===== src/rtl/debug_mem_pkg.sv =====
// Shared definitions for the cache debug-port master: FSM encodings, opcode fields, response bytes.
// Optional burst support is compiled in with `define DEBUG_MEM_BURST_EN.
package debug_mem_pkg;

  typedef logic [2:0] state_t;

  localparam state_t S_IDLE = 3'd0;
  localparam state_t S_ADDR = 3'd1;
  localparam state_t S_DATA = 3'd2;
  localparam state_t S_WR   = 3'd3;
  localparam state_t S_RD   = 3'd4;
  localparam state_t S_RESP = 3'd5;
  localparam state_t S_ERR  = 3'd6;

  localparam int OP_WR_BIT    = 0;
  localparam int OP_IC_BIT    = 1;
  localparam int OP_RSV_LSB   = 2;
  localparam int OP_BURST_LSB = 4;

  localparam logic [7:0] ACK = 8'hA5;
  localparam logic [7:0] ERR = 8'hEE;
  localparam int WORD_BYTES  = 4;

  // A nonzero burst field is only meaningful when burst support is built in.
  function automatic logic op_legal(input logic [7:0] op);
    logic ok;
    ok = (op[OP_RSV_LSB +: 2] == 2'b00);
`ifndef DEBUG_MEM_BURST_EN
    ok = ok && (op[OP_BURST_LSB +: 4] == 4'h0);
`endif
    return ok;
  endfunction

endpackage


===== src/rtl/debug_mem_if.sv =====
// Byte-serial command/response streams plus the data- and instruction-cache debug ports.
interface debug_mem_if;
  logic [7:0]  rx_data;
  logic        rx_valid;
  logic        rx_ready;
  logic [7:0]  tx_data;
  logic        tx_valid;
  logic        tx_ready;
  logic [31:0] dc_a2;
  logic [31:0] dc_wd2;
  logic [3:0]  dc_we2;
  logic [31:0] dc_rd2;
  logic [31:0] ic_a2;
  logic [31:0] ic_wd2;
  logic [3:0]  ic_we2;
  logic [31:0] ic_rd2;

  modport master (
    input  rx_data, rx_valid, tx_ready, dc_rd2, ic_rd2,
    output rx_ready, tx_data, tx_valid,
    output dc_a2, dc_wd2, dc_we2, ic_a2, ic_wd2, ic_we2
  );

  modport slave (
    output rx_data, rx_valid, tx_ready, dc_rd2, ic_rd2,
    input  rx_ready, tx_data, tx_valid,
    input  dc_a2, dc_wd2, dc_we2, ic_a2, ic_wd2, ic_we2
  );
endinterface


===== src/rtl/debug_byte_shifter.sv =====
// 4-byte little-endian shift register: assembles incoming bytes or serializes a loaded word LSB first.
module debug_byte_shifter
  import debug_mem_pkg::*;
(
  input  logic        i_clk,
  input  logic        i_rst_n,
  input  logic        i_clr,
  input  logic        i_load,
  input  logic        i_shift,
  input  logic [7:0]  i_byte,
  input  logic [31:0] i_word,
  output logic [31:0] o_word,
  output logic        o_last
);

  logic [31:0] r_word;
  logic [1:0]  r_cnt;

  // The 2-bit counter wraps after the fourth byte, so back-to-back words need no explicit clear.
  always_ff @(posedge i_clk or negedge i_rst_n) begin
    if (!i_rst_n) begin
      r_word <= '0;
      r_cnt  <= '0;
    end else if (i_load) begin
      r_word <= i_word;
      r_cnt  <= '0;
    end else if (i_shift) begin
      r_word <= {i_byte, r_word[31:8]};
      r_cnt  <= r_cnt + 2'd1;
    end else if (i_clr) begin
      r_cnt  <= '0;
    end
  end

  assign o_word = r_word;
  assign o_last = (r_cnt == 2'(WORD_BYTES - 1));

endmodule


===== src/rtl/debug_mem_master.sv =====
// Byte-serial debug initiator driving the data/instruction cache debug ports (A2/WD2/WE2/RD2).
// Define DEBUG_MEM_BURST_EN to enable multi-word bursts via opcode bits[7:4].
module debug_mem_master
  import debug_mem_pkg::*;
#(
  parameter int READ_LAT     = 1,
  parameter int IDLE_TIMEOUT = 1024
) (
  input  logic        i_clk,
  input  logic        i_rst_n,
  debug_mem_if.master bus,
  output logic        o_busy
);

  localparam logic [2:0]  LAT_M1 = 3'(READ_LAT - 1);
  localparam logic [31:0] TMO    = 32'(IDLE_TIMEOUT);

  state_t      r_state;
  logic        r_op_wr, r_op_ic;
  logic [3:0]  r_burst;
  logic [31:0] r_addr, r_tmo;
  logic [2:0]  r_lat;
  logic [7:0]  r_tx_data;
  logic        r_tx_valid;
  logic [1:0]  r_tx_cnt;
  logic [31:0] r_dc_a2, r_dc_wd2, r_ic_a2, r_ic_wd2;
  logic [3:0]  r_dc_we2, r_ic_we2;

  logic        w_rx_acc, w_tx_acc, w_lat_done, w_tmo_hit;
  logic        w_sh_clr, w_sh_load, w_sh_shift, w_sh_last;
  logic [7:0]  w_sh_byte;
  logic [31:0] w_sh_word, w_word_in, w_next_addr, w_rd2;

  assign bus.rx_ready = (r_state == S_IDLE) || (r_state == S_ADDR) || (r_state == S_DATA);
  assign w_rx_acc     = bus.rx_valid && bus.rx_ready;
  assign w_tx_acc     = r_tx_valid && bus.tx_ready;
  assign w_lat_done   = (r_lat == LAT_M1);
  assign w_tmo_hit    = (TMO != 32'd0) && (r_tmo + 32'd1 == TMO);
  assign w_word_in    = {bus.rx_data, w_sh_word[31:8]};
  assign w_next_addr  = r_addr + 32'd4;
  assign w_rd2        = r_op_ic ? bus.ic_rd2 : bus.dc_rd2;

  assign w_sh_clr   = (r_state == S_IDLE) && w_rx_acc;
  assign w_sh_load  = (r_state == S_RD) && w_lat_done;
  assign w_sh_shift = (((r_state == S_ADDR) || (r_state == S_DATA)) && w_rx_acc) ||
                      ((r_state == S_RESP) && w_tx_acc);
  assign w_sh_byte  = (r_state == S_RESP) ? 8'h00 : bus.rx_data;

  debug_byte_shifter u_shifter (
    .i_clk   (i_clk),
    .i_rst_n (i_rst_n),
    .i_clr   (w_sh_clr),
    .i_load  (w_sh_load),
    .i_shift (w_sh_shift),
    .i_byte  (w_sh_byte),
    .i_word  (w_rd2),
    .o_word  (w_sh_word),
    .o_last  (w_sh_last)
  );

  always_ff @(posedge i_clk or negedge i_rst_n) begin
    if (!i_rst_n) begin
      r_state    <= S_IDLE;
      r_op_wr    <= 1'b0;
      r_op_ic    <= 1'b0;
      r_burst    <= '0;
      r_addr     <= '0;
      r_tmo      <= '0;
      r_lat      <= '0;
      r_tx_data  <= '0;
      r_tx_valid <= 1'b0;
      r_tx_cnt   <= '0;
      r_dc_a2    <= '0;
      r_dc_wd2   <= '0;
      r_dc_we2   <= '0;
      r_ic_a2    <= '0;
      r_ic_wd2   <= '0;
      r_ic_we2   <= '0;
    end else begin
      // Write enables are single-cycle pulses that only the WR state sees.
      r_dc_we2 <= '0;
      r_ic_we2 <= '0;
      case (r_state)
        S_IDLE: if (w_rx_acc) begin
          r_tmo <= '0;
          if (op_legal(bus.rx_data)) begin
            r_op_wr <= bus.rx_data[OP_WR_BIT];
            r_op_ic <= bus.rx_data[OP_IC_BIT];
`ifdef DEBUG_MEM_BURST_EN
            r_burst <= bus.rx_data[OP_BURST_LSB +: 4];
`else
            r_burst <= '0;
`endif
            r_state <= S_ADDR;
          end else begin
            r_tx_data  <= ERR;
            r_tx_valid <= 1'b1;
            r_state    <= S_ERR;
          end
        end
        S_ADDR, S_DATA: begin
          if (w_rx_acc) begin
            r_tmo <= '0;
            if (w_sh_last && (r_state == S_ADDR)) begin
              r_addr <= w_word_in;
              if (r_op_wr) begin
                r_state <= S_DATA;
              end else begin
                if (r_op_ic) r_ic_a2 <= w_word_in;
                else         r_dc_a2 <= w_word_in;
                r_lat   <= '0;
                r_state <= S_RD;
              end
            end else if (w_sh_last) begin
              if (r_op_ic) begin
                r_ic_a2  <= r_addr;
                r_ic_wd2 <= w_word_in;
                r_ic_we2 <= 4'hF;
              end else begin
                r_dc_a2  <= r_addr;
                r_dc_wd2 <= w_word_in;
                r_dc_we2 <= 4'hF;
              end
              r_state <= S_WR;
            end
          end else if (w_tmo_hit) begin
            r_tmo   <= '0;
            r_state <= S_IDLE;
          end else begin
            r_tmo <= r_tmo + 32'd1;
          end
        end
        S_WR: begin
          if (r_burst != 4'd0) begin
            r_burst <= r_burst - 4'd1;
            r_addr  <= w_next_addr;
            r_tmo   <= '0;
            r_state <= S_DATA;
          end else begin
            r_tx_data  <= ACK;
            r_tx_valid <= 1'b1;
            r_tx_cnt   <= '0;
            r_state    <= S_RESP;
          end
        end
        S_RD: begin
          if (w_lat_done) begin
            r_tx_data  <= w_rd2[7:0];
            r_tx_valid <= 1'b1;
            r_tx_cnt   <= 2'(WORD_BYTES - 1);
            r_state    <= S_RESP;
          end else begin
            r_lat <= r_lat + 3'd1;
          end
        end
        S_RESP: if (w_tx_acc) begin
          if (r_tx_cnt != 2'd0) begin
            r_tx_cnt  <= r_tx_cnt - 2'd1;
            r_tx_data <= w_sh_word[15:8];
          end else begin
            r_tx_valid <= 1'b0;
            if (!r_op_wr && (r_burst != 4'd0)) begin
              r_burst <= r_burst - 4'd1;
              r_addr  <= w_next_addr;
              if (r_op_ic) r_ic_a2 <= w_next_addr;
              else         r_dc_a2 <= w_next_addr;
              r_lat   <= '0;
              r_state <= S_RD;
            end else begin
              r_state <= S_IDLE;
            end
          end
        end
        S_ERR: if (w_tx_acc) begin
          r_tx_valid <= 1'b0;
          r_state    <= S_IDLE;
        end
        default: r_state <= S_IDLE;
      endcase
    end
  end

  assign bus.tx_data  = r_tx_data;
  assign bus.tx_valid = r_tx_valid;
  assign bus.dc_a2    = r_dc_a2;
  assign bus.dc_wd2   = r_dc_wd2;
  assign bus.dc_we2   = r_dc_we2;
  assign bus.ic_a2    = r_ic_a2;
  assign bus.ic_wd2   = r_ic_wd2;
  assign bus.ic_we2   = r_ic_we2;
  assign o_busy       = (r_state != S_IDLE);

endmodule


===== src/flat_wrapper.sv =====
// flat-port wrapper written by rule: the top's interface ports become plain ports
module debug_mem_master_flat import debug_mem_pkg::*;
#(
  parameter int READ_LAT     = 1,
  parameter int IDLE_TIMEOUT = 1024
)
  (i_clk, i_rst_n, o_busy, bus_rx_data, bus_rx_valid, bus_tx_ready, bus_dc_rd2, bus_ic_rd2, bus_rx_ready, bus_tx_data, bus_tx_valid, bus_dc_a2, bus_dc_wd2, bus_dc_we2, bus_ic_a2, bus_ic_wd2, bus_ic_we2);
  debug_mem_if bus_i ();
  input  logic i_clk;
  input  logic i_rst_n;
  output logic o_busy;
  input wire logic [$bits(bus_i.rx_data)-1:0] bus_rx_data;
  input wire logic [$bits(bus_i.rx_valid)-1:0] bus_rx_valid;
  input wire logic [$bits(bus_i.tx_ready)-1:0] bus_tx_ready;
  input wire logic [$bits(bus_i.dc_rd2)-1:0] bus_dc_rd2;
  input wire logic [$bits(bus_i.ic_rd2)-1:0] bus_ic_rd2;
  output wire logic [$bits(bus_i.rx_ready)-1:0] bus_rx_ready;
  output wire logic [$bits(bus_i.tx_data)-1:0] bus_tx_data;
  output wire logic [$bits(bus_i.tx_valid)-1:0] bus_tx_valid;
  output wire logic [$bits(bus_i.dc_a2)-1:0] bus_dc_a2;
  output wire logic [$bits(bus_i.dc_wd2)-1:0] bus_dc_wd2;
  output wire logic [$bits(bus_i.dc_we2)-1:0] bus_dc_we2;
  output wire logic [$bits(bus_i.ic_a2)-1:0] bus_ic_a2;
  output wire logic [$bits(bus_i.ic_wd2)-1:0] bus_ic_wd2;
  output wire logic [$bits(bus_i.ic_we2)-1:0] bus_ic_we2;
  assign bus_i.rx_data = bus_rx_data;
  assign bus_i.rx_valid = bus_rx_valid;
  assign bus_i.tx_ready = bus_tx_ready;
  assign bus_i.dc_rd2 = bus_dc_rd2;
  assign bus_i.ic_rd2 = bus_ic_rd2;
  assign bus_rx_ready = bus_i.rx_ready;
  assign bus_tx_data = bus_i.tx_data;
  assign bus_tx_valid = bus_i.tx_valid;
  assign bus_dc_a2 = bus_i.dc_a2;
  assign bus_dc_wd2 = bus_i.dc_wd2;
  assign bus_dc_we2 = bus_i.dc_we2;
  assign bus_ic_a2 = bus_i.ic_a2;
  assign bus_ic_wd2 = bus_i.ic_wd2;
  assign bus_ic_we2 = bus_i.ic_we2;
  debug_mem_master #(.READ_LAT(READ_LAT), .IDLE_TIMEOUT(IDLE_TIMEOUT)) u_core (.i_clk(i_clk), .i_rst_n(i_rst_n), .bus(bus_i), .o_busy(o_busy));
endmodule

===== config.mk =====
export PLATFORM = sky130hd
export DESIGN_NAME = debug_mem_master_flat
export DESIGN_NICKNAME = d
export VERILOG_FILES = /design/src/rtl/debug_mem_pkg.sv /design/src/rtl/debug_mem_if.sv /design/src/rtl/debug_byte_shifter.sv /design/src/rtl/debug_mem_master.sv /design/src/flat_wrapper.sv
export SDC_FILE = /design/constraint.sdc
export NUM_CORES = 1
export LEC_CHECK = 0
export ABC_AREA = 1
export BUFFER_PORTS_ARGS = -buffer_cell sky130_fd_sc_hd__buf_4
export CORE_MARGIN = 5
export CORE_UTILIZATION = 25
export DETAILED_ROUTE_END_ITERATION = 8
export MAX_ROUTING_LAYER = met4
export PLACE_DENSITY = 0.41
export SETUP_SLACK_MARGIN = 0.05
export SYNTH_ARGS = -nofsm -noshare
export SYNTH_HDL_FRONTEND = slang
export SYNTH_HIERARCHICAL = 1
export SYNTH_SLANG_ARGS = --single-unit

===== constraint.sdc =====
create_clock -name i_clk -period 2.7 [get_ports i_clk]
set_input_delay 0.135 -clock i_clk [delete_from_list [all_inputs] [get_ports i_clk]]
set_output_delay 0.135 -clock i_clk [all_outputs]
set_load 0.005 [all_outputs]

==> impl_metrics.json <==
{
  "status": "completed",
  "clkSinkCount": 243,
  "min_period_ns": 2.41,
  "hpwlAfterDp_mm": 36.4,
  "setup_viol_count_final": 0,
  "setup_tns_ns": 0,
  "grtUsageMet2_pct": 25.0,
  "grt_pass1_wl_mm": 75.0,
  "clk_pin_slew_ns": 0.06,
  "worstPathRequired_ns": 3.20,
  "slew_headroom_pct": 56.9,
  "max_stage_delay_ns": 0.39,
  "vdd_drop_max_mv": 0.479,
  "grt_use_met3_pct": 2.87,
  "io_pins": 223,
  "cp_max_fo": 38,
  "grt_util_all_layers_pct": 17.1,
  "p_per_area_nw_per_um2": 968,
  "worstSkewPairLatency_ns": 0.57,
  "fillCellCount": 5562,
  "crit_path_end_kind": "register",
  "drc": 0,
  "grt_util_met1_pct": 25.2,
  "die_y_um": 238,
  "fin_skew_ns": 0.0101,
  "multi_input_area_um2": 5970,
  "via_per_inst": 4.57,
  "grt.busiest_layer": "met1",
  "drtAntennaViolNets": 0,
  "nNetsFinal": 2111,
  "synthesis.nets": 1831,
  "cts-buffers-inserted": 31,
  "die-area_um2": 56800,
  "die_w_um": 238,
  "antenna_found_initial": 1,
  "grt_max_degree": 76,
  "start_util_pct": 25.3,
  "grt_pass1_vias": 12400,
  "crit_path_start": "u_core/r_state[0]",
  "worstPathCellList": "inv_1 -> nor2_1 -> nand2_2 -> inv_2 -> o21ai_0 -> nor3_1 -> nand2_1 -> buf_12 -> inv_2 -> buf_4 -> nand3_1 -> nand2_1",
  "netlist_area_um2": 13000,
  "setup.worst_path.start_class": "register",
  "seq_area_um2": 6080,
  "io_buffer_count": 222,
  "row_count": 83,
  "min_path_type": "in -> reg",
  "cts_buffer_depth": 3,
  "grt_setup_unrepaired": "no",
  "cap_violations": 0,
  "critPathKind": "reg -> reg",
  "drive_gt1_share_pct": 18.5,
  "cts_tree": "done",
  "vias": 12500,
  "wl_mm": 48.3,
  "drt_iter0_drc": 792,
  "syn_to_final_growth_pct": 32.7,
  "hold_start": "bus_ic_rd2[3]",
  "root_buffer": "clkbuf_16",
  "slew_violations": 0,
  "fmax_ghz": 0.415,
  "place_congestion": 0.868,
  "p_leak_uw": 0.00838,
  "synthCells": 1748,
  "drt-pass1-iter-count": 5,
  "synth.avg_cell_area_um2": 7.46,
  "crit_family": "simple AND/OR/NAND/NOR gates",
  "hold_ws_ns": 0.0251,
  "critPathBufInv": 5,
  "tightest_slew_ns": 0.639,
  "r2r-start": "u_core/r_state[0]",
  "slowest_stage": "dfrtp_1",
  "worstPathArrival_ns": 2.90,
  "ys_warn_count": 6,
  "h-tree-depth": 1,
  "wl_per_cell_um": 17.7,
  "coreArea_um2": 51500,
  "gr-total-overflow": 0,
  "hold_viol": 0,
  "fin_crit_sh_pct": 89.2
}
[through the flow]
step | cells | area (µm²) | util (%) | total power (µW) | worst slack [ns]
after floorplan | 1748 | 13000 | - | 9380 | 0.694
after global placement | 2608 | 15600 | 30.2 | 12500 | 0.261
after detailed placement | 2608 | 15600 | 30.2 | 12500 | 0.246
after CTS | 2727 | 17300 | 33.5 | 17000 | 0.230
after global routing | 2729 | 17300 | 33.6 | 18100 | 0.0552
final | 2730 | 17300 | 33.6 | 16700 | 0.293
[routing by layer]
metal / vias to the layer above / routed length [µm] / share of wire [%]
met2: 315 / 20600 / 43
li1: 6206 / - / -
met4: 0 / 845 / 1.8
met1: 5888 / 24400 / 51
met3: 54 / 2490 / 5.1
met5: - / 0 / 0
[report_power, final]
part | switching, µW | leakage, µW | total, µW | internal (µW)
Combinational | 4350 | 0.00465 | 6950 | 2590
Sequential | 922 | 0.00322 | 5570 | 4650
Clock | 1610 | 0.000509 | 4230 | 2620
[cells in the final DEF, fill, tap and decap left out, types with 7 or more instances in the layout]
master,count
xor2_1,26
clkbuf_1,7
nand2_1,654
a31oi_1,9
buf_12,8
inv_1,137
inv_2,10
clkbuf_16,31
o22ai_1,17
nor3_1,16
dfrtp_1,243
buf_4,262
nand3_1,140
clkbuf_8,9
o21ai_0,155
nor2_2,9
nor2_1,98
nor2_4,9
o211ai_1,26
nor4_1,8
o22ai_2,11
o21ai_1,9
nand2_2,9
dlygate4sd3_1,65
a21oi_1,21
[path summary, 6_finish.rpt]
path                                         end  slack (ns)  cells after the start
min in group asynchronous        u_core/r_tmo[2]        0.13                      2
max reg2reg                 u_core/bus.ic_a2[27]        0.29                     12
min                        u_core/bus.tx_data[3]        0.03                      5
min reg2reg                 u_core/bus.dc_a2[12]        0.48                      2
max                         u_core/bus.ic_a2[27]        0.29                     12
max in group asynchronous  u_core/bus.tx_data[0]        1.67                      3
[worst register-to-register path: stages, from the launching register on]
cell and delay [ns]:
dfrtp_1 0.39, inv_1 0.07, nor2_1 0.18, nand2_2 0.14, inv_2 0.29, o21ai_0 0.20
nor3_1 0.21, nand2_1 0.14, buf_12 0.20, inv_2 0.09, buf_4 0.19, nand3_1 0.14
nand2_1 0.10
[sequential cells by signal (all words and copies together), names as in the netlist, 3 cells and up]
signal                   cells
u_core/u_shifter/o_word     24
u_core/bus.tx_data           8
u_core/bus.dc_a2            32
u_core/r_addr               32
u_core/r_tmo                32
u_core/bus.dc_wd2           32
u_core/r_burst               4
u_core/bus.ic_wd2           32
u_core/r_state               3
u_core/bus.ic_a2            32
u_core/r_lat                 3
[final cells by class]
type                            instances  share of cell area (%)
Antenna cell                            1                  0.0145
Clock buffer                           47                    5.35
Clock inverter                          7                   0.651
Inverter                              149                    3.23
Multi-Input combinational cell       1267                    34.5
Sequential cell                       243                    35.2
Tap cell                              680                    4.92
Timing Repair Buffer                  336                    16.1
[repair_timing]
action | CTS | global route
endpoints found under the hold margin | 105 | 0
endpoints found under the setup margin | 0 | 7
setup buffers | 0 | 2
hold buffers | 65 | 0
resized for setup | 0 | 8
No activity file was read; power rests on OpenSTA's default activity.
